**config.mk**
```make
export PLATFORM = sky130hd
export DESIGN_NAME = vga_region_scanout
export DESIGN_NICKNAME = d
export VERILOG_FILES = /design/src/rtl/vga_region_scanout.sv
export SDC_FILE = /design/constraint.sdc
export NUM_CORES = 1
export LEC_CHECK = 0
export CAP_MARGIN = 20
export CORE_UTILIZATION = 45
export CTS_CLUSTER_SIZE = 30
export DETAILED_ROUTE_END_ITERATION = 12
export PLACE_DENSITY = 0.72
export REMOVE_ABC_BUFFERS = 1
export SLEW_MARGIN = 20
export SYNTH_ARGS = -nofsm -noshare
export SYNTH_HDL_FRONTEND = slang
export SYNTH_SLANG_ARGS = --single-unit
```
**constraint.sdc**
```tcl
create_clock -name iVGA_CLK -period 6.4 [get_ports iVGA_CLK]
set_input_delay 1.92 -clock iVGA_CLK [delete_from_list [all_inputs] [get_ports iVGA_CLK]]
set_output_delay 1.92 -clock iVGA_CLK [all_outputs]
set_load 0.05 [all_outputs]
```
**src/rtl/vga_region_scanout.sv**
```systemverilog
// vga_region_scanout: VGA timing, linear framebuffer address and play-field/panel index select.
// Latency: oADDR/oX/oY/oFRAME_START/oLINE_START undelayed; oIDX/oHS/oVS/oBLANK_n trail oADDR by MEM_LAT+1.
// Backpressure: none, one pixel per clock. Border overlay is built in only when VGA_SCANOUT_BORDER_EN is defined.

module vga_region_scanout #(
  parameter int H_ACT   = 640,
  parameter int H_FP    = 16,
  parameter int H_SYNC  = 96,
  parameter int H_BP    = 48,
  parameter int V_ACT   = 480,
  parameter int V_FP    = 10,
  parameter int V_SYNC  = 2,
  parameter int V_BP    = 33,
  parameter int SPLIT_X = 480,
  parameter int MEM_LAT = 2,     // index readers latency, valid range 1..4
`ifdef VGA_SCANOUT_BORDER_EN
  parameter logic [7:0] BORDER_IDX = 8'hFF,
`endif
  parameter int ADDR_W  = 19
) (
  input  logic              iVGA_CLK,
  input  logic              reset,
  output logic [ADDR_W-1:0] oADDR,
  output logic [10:0]       oX,
  output logic [9:0]        oY,
  output logic              oFRAME_START,
  output logic              oLINE_START,
  input  logic [7:0]        iIDX_A,
  input  logic [7:0]        iIDX_B,
  output logic [7:0]        oIDX,
  output logic              oHS,
  output logic              oVS,
  output logic              oBLANK_n
);

  localparam int H_TOTAL = H_ACT + H_FP + H_SYNC + H_BP;
  localparam int V_TOTAL = V_ACT + V_FP + V_SYNC + V_BP;

  // Counter comparison constants, sized to the counters they are compared against.
  localparam logic [10:0] H_LAST_C  = 11'(H_TOTAL - 1);
  localparam logic [10:0] H_ACT_C   = 11'(H_ACT);
  localparam logic [10:0] H_ALAST_C = 11'(H_ACT - 1);
  localparam logic [10:0] H_SS_C    = 11'(H_ACT + H_FP);
  localparam logic [10:0] H_SE_C    = 11'(H_ACT + H_FP + H_SYNC);
  localparam logic [10:0] H_SPLIT_C = 11'(SPLIT_X);
  localparam logic [9:0]  V_LAST_C  = 10'(V_TOTAL - 1);
  localparam logic [9:0]  V_ACT_C   = 10'(V_ACT);
  localparam logic [9:0]  V_ALAST_C = 10'(V_ACT - 1);
  localparam logic [9:0]  V_SS_C    = 10'(V_ACT + V_FP);
  localparam logic [9:0]  V_SE_C    = 10'(V_ACT + V_FP + V_SYNC);

  // A split at or beyond the active width means the panel never shows.
  localparam bit SPLIT_ON = (SPLIT_X < H_ACT);

  // Per-pixel attributes that must travel alongside the memory read.
  typedef struct packed {
    logic act;
    logic hs;
    logic vs;
    logic rgn_b;
`ifdef VGA_SCANOUT_BORDER_EN
    logic brd;
`endif
  } pix_t;

`ifdef VGA_SCANOUT_BORDER_EN
  localparam pix_t PIX_IDLE = '{act: 1'b0, hs: 1'b1, vs: 1'b1, rgn_b: 1'b0, brd: 1'b0};
`else
  localparam pix_t PIX_IDLE = '{act: 1'b0, hs: 1'b1, vs: 1'b1, rgn_b: 1'b0};
`endif

  logic [10:0]       h_q, h_d;
  logic [9:0]        v_q, v_d;
  logic [ADDR_W-1:0] addr_q, addr_d;
  logic              frame_wrap;
  logic              last_px;
  pix_t              cur_c;
  pix_t              dly_q [MEM_LAT];
  pix_t              tail;
  logic [7:0]        idx_q, idx_d;
  logic              hs_q, vs_q, blank_n_q;

  // Raster counters next-state: h wraps every line, v advances on each h wrap.
  always_comb begin
    h_d        = h_q + 11'd1;
    v_d        = v_q;
    frame_wrap = 1'b0;
    if (h_q == H_LAST_C) begin
      h_d = '0;
      if (v_q == V_LAST_C) begin
        v_d        = '0;
        frame_wrap = 1'b1;
      end else begin
        v_d = v_q + 10'd1;
      end
    end
  end

  // Current pixel attributes, decoded straight from the raster position.
  always_comb begin
    cur_c       = PIX_IDLE;
    cur_c.act   = (h_q < H_ACT_C) && (v_q < V_ACT_C);
    cur_c.hs    = !((h_q >= H_SS_C) && (h_q < H_SE_C));
    cur_c.vs    = !((v_q >= V_SS_C) && (v_q < V_SE_C));
    cur_c.rgn_b = SPLIT_ON && (h_q >= H_SPLIT_C);
`ifdef VGA_SCANOUT_BORDER_EN
    cur_c.brd   = cur_c.act &&
                  ((h_q == '0) || (h_q == H_ALAST_C) ||
                   (v_q == '0) || (v_q == V_ALAST_C) ||
                   (SPLIT_ON && (h_q == H_SPLIT_C)));
`endif
  end

  // The very last active pixel of the frame does not advance the address, so
  // the vertical blanking interval keeps showing the final framebuffer word.
  assign last_px = (h_q == H_ALAST_C) && (v_q == V_ALAST_C);

  // Address next-state: restart at frame wrap, step after active pixels, hold in blanking.
  always_comb begin
    addr_d = addr_q;
    if (frame_wrap) begin
      addr_d = '0;
    end else if (cur_c.act && !last_px) begin
      addr_d = addr_q + ADDR_W'(1);
    end
  end

  // Raster and address state registers.
  always_ff @(posedge iVGA_CLK) begin
    if (reset) begin
      h_q    <= '0;
      v_q    <= '0;
      addr_q <= '0;
    end else begin
      h_q    <= h_d;
      v_q    <= v_d;
      addr_q <= addr_d;
    end
  end

  // Attribute shift line matching the index readers' latency; flushed to idle on reset.
  always_ff @(posedge iVGA_CLK) begin
    if (reset) begin
      for (int i = 0; i < MEM_LAT; i++) begin
        dly_q[i] <= PIX_IDLE;
      end
    end else begin
      dly_q[0] <= cur_c;
      for (int i = 1; i < MEM_LAT; i++) begin
        dly_q[i] <= dly_q[i-1];
      end
    end
  end

  // Oldest stage lines up with the index data now arriving from memory.
  assign tail = dly_q[MEM_LAT-1];

  // Index select: source chosen by delayed region, black outside active video.
  always_comb begin
    idx_d = 8'h00;
    if (tail.act) begin
      idx_d = tail.rgn_b ? iIDX_B : iIDX_A;
`ifdef VGA_SCANOUT_BORDER_EN
      if (tail.brd) begin
        idx_d = BORDER_IDX;
      end
`endif
    end
  end

  // Output register stage: index and delayed syncs/blank leave together.
  always_ff @(posedge iVGA_CLK) begin
    if (reset) begin
      idx_q     <= 8'h00;
      hs_q      <= 1'b1;
      vs_q      <= 1'b1;
      blank_n_q <= 1'b0;
    end else begin
      idx_q     <= idx_d;
      hs_q      <= tail.hs;
      vs_q      <= tail.vs;
      blank_n_q <= tail.act;
    end
  end

  // Start pulses are masked by reset so they stay low while the counters are held at 0,0.
  assign oFRAME_START = !reset && (h_q == '0) && (v_q == '0);
  assign oLINE_START  = !reset && (h_q == '0);
  assign oADDR        = addr_q;
  assign oX           = h_q;
  assign oY           = v_q;
  assign oIDX         = idx_q;
  assign oHS          = hs_q;
  assign oVS          = vs_q;
  assign oBLANK_n     = blank_n_q;

endmodule

```
==> After elaboration in Yosys (flattened, before gate mapping) <==
Memory sizes are Yosys's and may differ from the RTL's.
Cells that the tools add are included.
{ "word_totals": {"ff_bits": 51, "ramBits": 8, "in_bits": 18, "output_inout_bits": 53, "word_cells": 50, "n_memories": 1} }
{ "classes": {"n_addsub": 3, "order_cmp": 7, "eq_ne": 4, "mux": 9, "n_bitwise": 3, "n_reduce_logical": 16} }
{ "mem_list": {"columns": ["memory", "words", "word_bits", "rd", "rd_ports_with_merged_regs", "wr", "line_no", "source"], "rows": [
  ["dly_q", 2, 4, 2, 0, 2, "78", "pix_t dly_q [MEM_LAT];"]
]} }
{ "ops": {"columns": ["operator", "n"], "rows": [
  ["$eq A11 B10 Y1 const B", 2],
  ["$lt A11 B10 Y1 const B", 2],
  ["$lt A10 B9 Y1 const B", 2],
  ["$add A19 B1 Y19 const B", 1],
  ["$add A11 B1 Y11 const B", 1],
  ["$ge A11 B10 Y1 const B", 1],
  ["$ge A11 B9 Y1 const B", 1],
  ["$logic_not A11 Y1", 1],
  ["$add A10 B1 Y10 const B", 1],
  ["$eq A10 B10 Y1 const B", 1],
  ["$eq A10 B9 Y1 const B", 1],
  ["$ge A10 B9 Y1 const B", 1],
  ["$logic_not A10 Y1", 1],
  ["$mux W10", 1],
  ["$mux W4", 2],
  ["$mux W8", 1],
  ["$logic_and A1 B1 Y1", 7],
  ["$reduce_or A2 Y1", 3],
  ["$mux W1", 5],
  ["$logic_not A1 Y1", 4],
  ["$or A1 B1 Y1", 2],
  ["$not A1 Y1", 1]
]} }

==> Logic depth before layout (Yosys ltp) <==
Gate-level depths: netlist of run 1.
{ "logic_depth": {"depth_word": 4, "ltp_mapped": 8, "depth_no_buf": 7} }

==> Least setup slack after synthesis of run 1 <==
Ideal clock, no wire load.
{ "synth_timing": {"kind": "in2out", "from": "input port reset", "to": "output port oFRAME_START", "arrival_time_ns": 3.354, "required_ns": 4.480, "slack_ns": 1.126, "cell_stages": 4, "n_path_buf": 1, "cell_sequence": "clkbuf_1 nor3_1 and4_1 and4_1"} }
{ "synth_via": {"elab_chain_len": 3} }
{ "synth_lines": {"columns": ["item", "line_no", "source"], "rows": [
  ["start, declared", "22", "input logic reset,"],
  ["$logic_not A1 Y1", null, null],
  ["$logic_and A1 B1 Y1", null, null],
  ["net oLINE_START", "27", "output logic oLINE_START,"],
  ["$logic_and A1 B1 Y1", "187", "assign oFRAME_START = !reset && (h_q == '0) && (v_q == '0);"],
  ["end, declared", "26", "output logic oFRAME_START,"]
]} }
The timed path passes the listed nets, and every way through them passes these cells.

==> Worst setup path in the final report of run 1 <==
{ "layout_timing": {"from": "input port reset", "to": "output port oLINE_START"} }
{ "layout_via": {"elab_chain_len": 2} }
{ "layout_lines": {"columns": ["item", "line_no", "source"], "rows": [
  ["$logic_not A1 Y1", "188", "assign oLINE_START = !reset && (h_q == '0);"],
  ["$logic_and A1 B1 Y1", "188", null],
  ["end, declared", "27", null]
]} }
No other way between the ends.

==> results of run 1 <==
worst reg2reg max path, cell delays in order (launching register included):
cell and delay (ns):
sky130_fd_sc_hd__dfxtp_1 0.42, sky130_fd_sc_hd__ha_1 0.24, sky130_fd_sc_hd__and4_1 0.24, sky130_fd_sc_hd__and4b_1 0.52
sky130_fd_sc_hd__a21o_1 0.74, sky130_fd_sc_hd__or4_1 0.23, sky130_fd_sc_hd__nand2_1 0.05
power breakdown:
part	internal [W]	leakage, nW	switching (W)
Clock	0.000198	0.0974	0.000142
Sequential	0.000373	0.478	0.00000511
Combinational	0.0000265	0.663	0.0000379
cells by family after synthesis:
group | count (synthesis) | synth area share [%]
AO/OA/AOI/OAI | 46 | 11.5
XOR/XNOR | 19 | 6.34
flip-flops | 59 | 45.0
AND/OR/NAND/NOR | 127 | 27.3
adder cells (fa/ha/maj) | 5 | 2.38
buffers and inverters | 26 | 4.44
multiplexers | 8 | 3.05
worst paths after layout:
check / startpoint / endpoint / slack, ns / depth (start not counted)
setup / recovery: reset / oLINE_START / 0.89 / 4
hold / removal: dly_q[0][1]$_SDFF_PP1_ / dly_q[0][5]$_SDFF_PP1_ / 0.41 / 1
setup reg to reg: oX[0]$_SDFF_PP0_ / oADDR[3]$_SDFFE_PP0P_ / 3.85 / 6
hold reg to reg: dly_q[0][1]$_SDFF_PP1_ / dly_q[0][5]$_SDFF_PP1_ / 0.41 / 1
cell type report:
class / count / share of cell area [%]
clock inverter: 4 / 1.41
tap: 72 / 2.54
multi-input combinational: 205 / 37.4
inverter: 10 / 1.06
timing repair buffer: 71 / 19.9
clock buffer: 11 / 4.27
sequential: 59 / 33.3
sequential cells by signal, indices dropped and copies added, names as in the netlist:
name / count
oADDR: 19
oX: 11
oY: 10
dly_q: 8
oIDX: 8
oBLANK_n: 1
oHS: 1
oVS: 1
cell usage in the layout, fill, tap and decap left out, drive strengths merged, types with 3 or more instances in the layout:
cell / netlist / routed
o21ai: 10 / 10
nor4: 3 / 3
or3: 8 / 8
o31ai: 5 / 5
a21o: 3 / 3
and4: 6 / 6
ha: 5 / 5
xnor2: 6 / 6
dfxtp: 59 / 59
inv: 10 / 10
xor2: 13 / 13
nand2: 17 / 17
and3: 6 / 6
clkbuf: 13 / 11
mux2i: 8 / 8
nor2: 35 / 35
clkdlybuf4s50: 0 / 69
nand3: 12 / 12
or4: 7 / 7
nand4: 13 / 13
nor2b: 3 / 3
a21oi: 19 / 19
or2: 5 / 5
per-stage QoR:
stage                     util, %  total power [W]  worst slack, ns  hold slack (ns)
after global routing         63.5         0.000816            0.776            0.417
after detailed placement     59.9         0.000451            0.867            0.394
after floorplan                 -         0.000422             1.30            0.389
after CTS                    63.5         0.000791            0.867            0.409
after global placement       59.9         0.000450            0.904            0.392
final                        63.5         0.000782            0.895            0.410
per-layer routing:
layer,up-vias,GRT usage [%],part of all wire [%]
met5,-,0,0
met3,8,5.35,4.6
met1,1111,25.9,47
met2,62,32.1,47
met4,0,8.33,1.4
li1,1162,-,-
==> run summary, run 1 <==
======================================================================================================
Area of the core region                                                                     5570 sq um
Critical Path Slowest Stage Cell                                                          sky130_fd_sc_hd__clkdlybuf4s50_1
Post-CTS repair timing setup buffer count                                                            0
Sum of net half-perimeters after detailed placement                                            4020 um
Synthesized instance count                                                                         290
Number of buffers inserted by port buffering                                                        70
Number of global-route vias before repair                                                        2,058
Crit path buf inv count                                                                              2
Total of flip-flops plus latches after synthesis                                                    59
Antenna Nets Post-Route                                                                              0
CTS buffer count                                                                                     9
Ordered list of cells on the worst path                                                   clkdlybuf4s50_1 -> nor3_1 -> and4_1 -> clkdlybuf4s50_1
Placement-stage cell area                                                                   3340 sq um
Overall die width                                                                              78.4 um
Number of vias per cell                                                                           5.42
Number of distinct library cells after synthesis                                                    43
Most frequent cell after synthesis                                                        sky130_fd_sc_hd__dfxtp_1
Post-synthesis async set-or-reset flop share                                                        0%
Worst Hold Class                                                                            reg -> reg
Iteration-0 DRC count of the detailed router                                                       135
Area added between synthesis and finish                                                          35.0%
Leakage component of the power                                                                 1.24 nW
Leading area contributor after synthesis                                                  sky130_fd_sc_hd__dfxtp_1
Post-synthesis instance area                                                                2620 sq um
Timing-limited maximum frequency                                                             0.182 GHz
Number of gates resized after cts                                                                    0
Post-synthesis average cell area                                                            9.05 sq um
Global-route usage over all layers                                                               20.2%
TritonCTS clock tree                                                                               yes
Transition at the pin with the smallest max-transition slack                                  0.843 ns
Max H-tree Level                                                                                     3
Most used flip-flop cell after synthesis                                                  sky130_fd_sc_hd__dfxtp_1
Global route overflow                                                                                0
Area used by multi-input combinational logic                                                1330 sq um
Post-route clock skew                                                                       0.00769 ns
Final critical-path required period                                                            5.51 ns
Clock sink total                                                                                    59
Critical Path Sink Type                                                                   primary output
RSZ-0062 raised after global routing                                                             false
Max Cap Viol                                                                                         0
Final setup viols                                                                                    0
Top-Level Pins                                                                                      71
Largest net degree at the start of global routing                                                   28
Maximum VDD drop                                                                              0.149 mV
Area fraction of the dominant cell type after synthesis                                          45.0%
Post-layout instance count excluding filler cells                                                  432
Portion of the clock cycle consumed by the worst path in the final layout                        86.0%
Largest cells by area after synthesis                                                     sky130_fd_sc_hd__dfxtp_1 (45%), sky130_fd_sc_hd__nor2_1 (5.0%), sky130_fd_sc_hd__xor2_1 (4.3%), sky130_fd_sc_hd__a21oi_1 (3.6%), sky130_fd_sc_hd__nand4_1 (3.1%)
Sequential cell area in the final layout                                                    1180 sq um
Clock transition at the register clock pins on the worst setup and hold paths after CTS        0.06 ns
Fraction of layout cells with a size suffix above 1                                              8.61%
Total negative slack for setup checks                                                             0 ns
Global-route wire length before repair                                                         9650 um
Commonest cells post-synth                                                                sky130_fd_sc_hd__dfxtp_1 (59), sky130_fd_sc_hd__nor2_1 (35), sky130_fd_sc_hd__a21oi_1 (19)
Average wire per standard cell                                                                 13.3 um
Cells after DPL                                                                                    417
Crit-path most repeated cell                                                              sky130_fd_sc_hd__clkdlybuf4s50_1
Final Slew Violations                                                                                0
Drt total wl                                                                                   5760 um
Vias post-DR                                                                                     2,343
RePlAce Congestion                                                                               0.776
Count of hold-fix buffers inserted at cts                                                            0
Residual DRC count                                                                                   0
Power density relative to cell area                                                        221 nW/um^2
Highest fanout seen on the critical path                                                             2
Initial core utilization                                                                         47.1%
Number of buffers between clock root and the deepest sink                                            2
Largest stage delay, worst path                                                                0.81 ns
Die Span Y                                                                                     78.4 um
Run status                                                                                finished, final reports clean
Type of element launching the critical path                                               primary input
Number of nets in the layout                                                                       379
Number of enable flip-flop cells after synthesis                                                     0
Count of standard-cell rows                                                                         27
Hold violation total from the final report                                                           0
Antenna violations before repair                                                                     0
Syn. warnings                                                                                        0
Final Instance Area                                                                         3540 sq um
Skew-Pair Late Insertion Delay                                                                 0.33 ns
Portion of the post-synthesis area used by sequential elements                                   45.0%
Initial DRT Pass Iterations                                                                          4
Dominant delay contributor by cell family on the critical path                            buffers and inverters
Crit Path Class                                                                              in -> out
Cell at the root of the clock tree                                                        sky130_fd_sc_hd__clkbuf_8
Filler Cells Inserted                                                                              494
Slew HR                                                                                          43.8%
Worst EP arrival                                                                               3.59 ns
Number of diodes                                                                                     0
Required time worst endpoint                                                                   4.48 ns
Die Outline Area                                                                            6140 sq um
======================================================================================================
(Power assumes the default switching activity.)
==> run 2, diff against run 1 <==
--- a/config.mk
+++ b/config.mk
@@ -6,10 +6,10 @@
 export NUM_CORES = 1
 export LEC_CHECK = 0
 export CAP_MARGIN = 20
-export CORE_UTILIZATION = 45
+export CORE_UTILIZATION = 30
 export CTS_CLUSTER_SIZE = 30
 export DETAILED_ROUTE_END_ITERATION = 12
-export PLACE_DENSITY = 0.72
+export PLACE_DENSITY = 0.51
 export REMOVE_ABC_BUFFERS = 1
 export SLEW_MARGIN = 20
 export SYNTH_ARGS = -nofsm -noshare
==> run summary, run 2 (synthesis gave the netlist of run 1 again) <==
======================================================================================================
Run status                                                                                finished, final reports clean
Vias post-DR                                                                                     2,256
Total negative slack for setup checks                                                             0 ns
Die Outline Area                                                                            9120 sq um
Reg-to-reg slack, setup                                                                        3.79 ns
Die Span Y                                                                                     95.5 um
Switching part of the total                                                                      23.0%
Crit Reg-Reg Startpoint                                                                   oX[0]$_SDFF_PP0_
Sequential share of power                                                                        45.5%
Min setup slack post-route                                                                    0.844 ns
Transition at the pin with the smallest max-transition slack                                  0.902 ns
Residual DRC count                                                                                   0
RePlAce Congestion                                                                               0.743
Timing-limited maximum frequency                                                             0.180 GHz
CTS buffer count                                                                                     9
Placement-stage cell area                                                                   3380 sq um
RSZ-0062 raised after global routing                                                             false
Final Slew Violations                                                                                0
Maximum VDD drop                                                                             0.0941 mV
Fraction of layout cells with a size suffix above 1                                              8.59%
Antenna violations before repair                                                                     0
Crit Path Class                                                                              in -> out
Cells after DPL                                                                                    450
Length in cells of the worst reg-to-reg path                                                         6
Worst Hold Class                                                                            reg -> reg
Max Cap Viol                                                                                         0
Worst setup path startpoint                                                                      reset
Count of standard-cell rows                                                                         33
Number of nets in the layout                                                                       379
Flip-flop count of the largest register, all copies and words added                                 19
Number of vias per cell                                                                           4.84
GRT Max-Usage Layer                                                                               met2
Number of buffers between clock root and the deepest sink                                            2
Number of global-route vias before repair                                                        1,982
Number of buffers inserted by port buffering                                                        70
Drt total wl                                                                                   6200 um
Switching power total                                                                       0.000191 W
Global-route wire length before repair                                                       10,000 um
Post-route clock skew                                                                        0.0104 ns
Highest fanout seen on the critical path                                                             2
Top-Level Pins                                                                                      71
Post-layout instance count excluding filler cells                                                  466
Final critical-path required period                                                            5.56 ns
Sequential cell area in the final layout                                                    1180 sq um
M1 GR Usage                                                                                      20.0%
Critical Path Sink Type                                                                   primary output
Clock sink total                                                                                    59
Skew-Pair Late Insertion Delay                                                                 0.33 ns
TritonCTS clock tree                                                                               yes
Number of diodes                                                                                     0
Number of gates resized after cts                                                                    0
Clock transition at the register clock pins on the worst setup and hold paths after CTS        0.06 ns
Final setup viols                                                                                    0
Post-CTS repair timing setup buffer count                                                            0
Filler Cells Inserted                                                                              844
Area added between synthesis and finish                                                          37.6%
Global-route usage over all layers                                                               14.3%
Antenna Nets Post-Route                                                                              0
Average wire per standard cell                                                                 13.3 um
Terminus of the critical flop-to-flop path                                                oADDR[3]$_SDFFE_PP0P_
Combinational power share                                                                         7.8%
Global route overflow                                                                                0
Type of element launching the critical path                                               primary input
Hold violation total from the final report                                                           0
Max H-tree Level                                                                                     3
Final Instance Area                                                                         3610 sq um
Count of hold-fix buffers inserted at cts                                                            0
Sum of net half-perimeters after detailed placement                                            4350 um
Portion of the clock cycle consumed by the worst path in the final layout                        86.8%
Slew HR                                                                                          39.8%
Most frequent cells in the layout                                                         sky130_fd_sc_hd__clkdlybuf4s50_1 (69), sky130_fd_sc_hd__dfxtp_1 (59), sky130_fd_sc_hd__nor2_1 (35)
Global routing met2 resource utilization                                                         20.7%
Power density relative to cell area                                                        230 nW/um^2
Iteration-0 DRC count of the detailed router                                                        44
Required time worst endpoint                                                                   4.48 ns
Area used by multi-input combinational logic                                                1330 sq um
Setup crit end                                                                             oLINE_START
Cell at the root of the clock tree                                                        sky130_fd_sc_hd__clkbuf_8
Initial core utilization                                                                         31.5%
Worst EP arrival                                                                               3.64 ns
Leakage component of the power                                                                 1.25 nW
Met3 track demand over resource in global routing                                                2.63%
Largest net degree at the start of global routing                                                   28
Leading cell type in the layout, fill and taps excluded                                   sky130_fd_sc_hd__clkdlybuf4s50_1
Clock Power Share                                                                                46.7%
Internal power summed over all cells                                                        0.000639 W
Area of the core region                                                                     8340 sq um
Initial DRT Pass Iterations                                                                          4
Post-placement worst setup slack                                                              0.852 ns
Overall die width                                                                              95.5 um
======================================================================================================
[run 2: how the worst min path moves through the flow]
| stage | from | cells after the start | endpoint |
|---|---|---|---|
| floorplan | dly_q[0][1]$_SDFF_PP1_ | 1 | dly_q[0][5]$_SDFF_PP1_ |
| global placement | dly_q[0][2]$_SDFF_PP1_ | 1 | dly_q[0][6]$_SDFF_PP1_ |
| detailed placement | dly_q[0][6]$_SDFF_PP1_ | 1 | oHS$_SDFF_PP1_ |
| CTS | dly_q[0][1]$_SDFF_PP1_ | 1 | dly_q[0][5]$_SDFF_PP1_ |
| global route | dly_q[0][6]$_SDFF_PP1_ | 1 | oHS$_SDFF_PP1_ |
| finish | dly_q[0][1]$_SDFF_PP1_ | 1 | dly_q[0][5]$_SDFF_PP1_ |
[run 2: area by class of cell]
cell class / count / share of cell area, %
clock inverter: 4 / 2.01
multi-input combinational: 205 / 36.7
clock buffer: 12 / 4.30
inverter: 10 / 1.04
timing repair buffer: 71 / 19.5
tap: 105 / 3.64
sequential: 59 / 32.7
[run 2: worst max-delay path, stage by stage]
cell and delay (ns):
sky130_fd_sc_hd__clkdlybuf4s50_1 0.43, sky130_fd_sc_hd__nor3_1 0.21, sky130_fd_sc_hd__and4_1 0.26, sky130_fd_sc_hd__clkdlybuf4s50_1 0.81
[run 2: routing by layer]
| layer | wire, um | part of all wire [%] | vias to the layer above |
|---|---|---|---|
| met3 | 317 | 5.1 | 9 |
| li1 | - | - | 1167 |
| met4 | 122 | 2.0 | 0 |
| met1 | 3110 | 50 | 1022 |
| met5 | 0 | 0 | - |
| met2 | 2660 | 43 | 58 |
[run 2: power by group through the flow]
stage / combinational, W / clock, W / sequential (W)
final: 0.0000647 / 0.000388 / 0.000378
after global routing: 0.0000692 / 0.000413 / 0.000378
after CTS: 0.0000655 / 0.000401 / 0.000378
after detailed placement: 0.0000652 / 0 / 0.000386
after global placement: 0.0000650 / 0 / 0.000386
after floorplan: 0.0000197 / 0 / 0.000403
[run 2: through the flow]
step | power [W] | utilization (%) | hold slack [ns]
3_5_place_dp | 0.000451 | 40.5 | 0.393
3_3_place_gp | 0.000451 | 40.5 | 0.391
2_1_floorplan | 0.000422 | - | 0.389
5_1_grt | 0.000860 | 43.3 | 0.417
4_1_cts | 0.000844 | 43.3 | 0.410
6_report | 0.000830 | 43.3 | 0.409
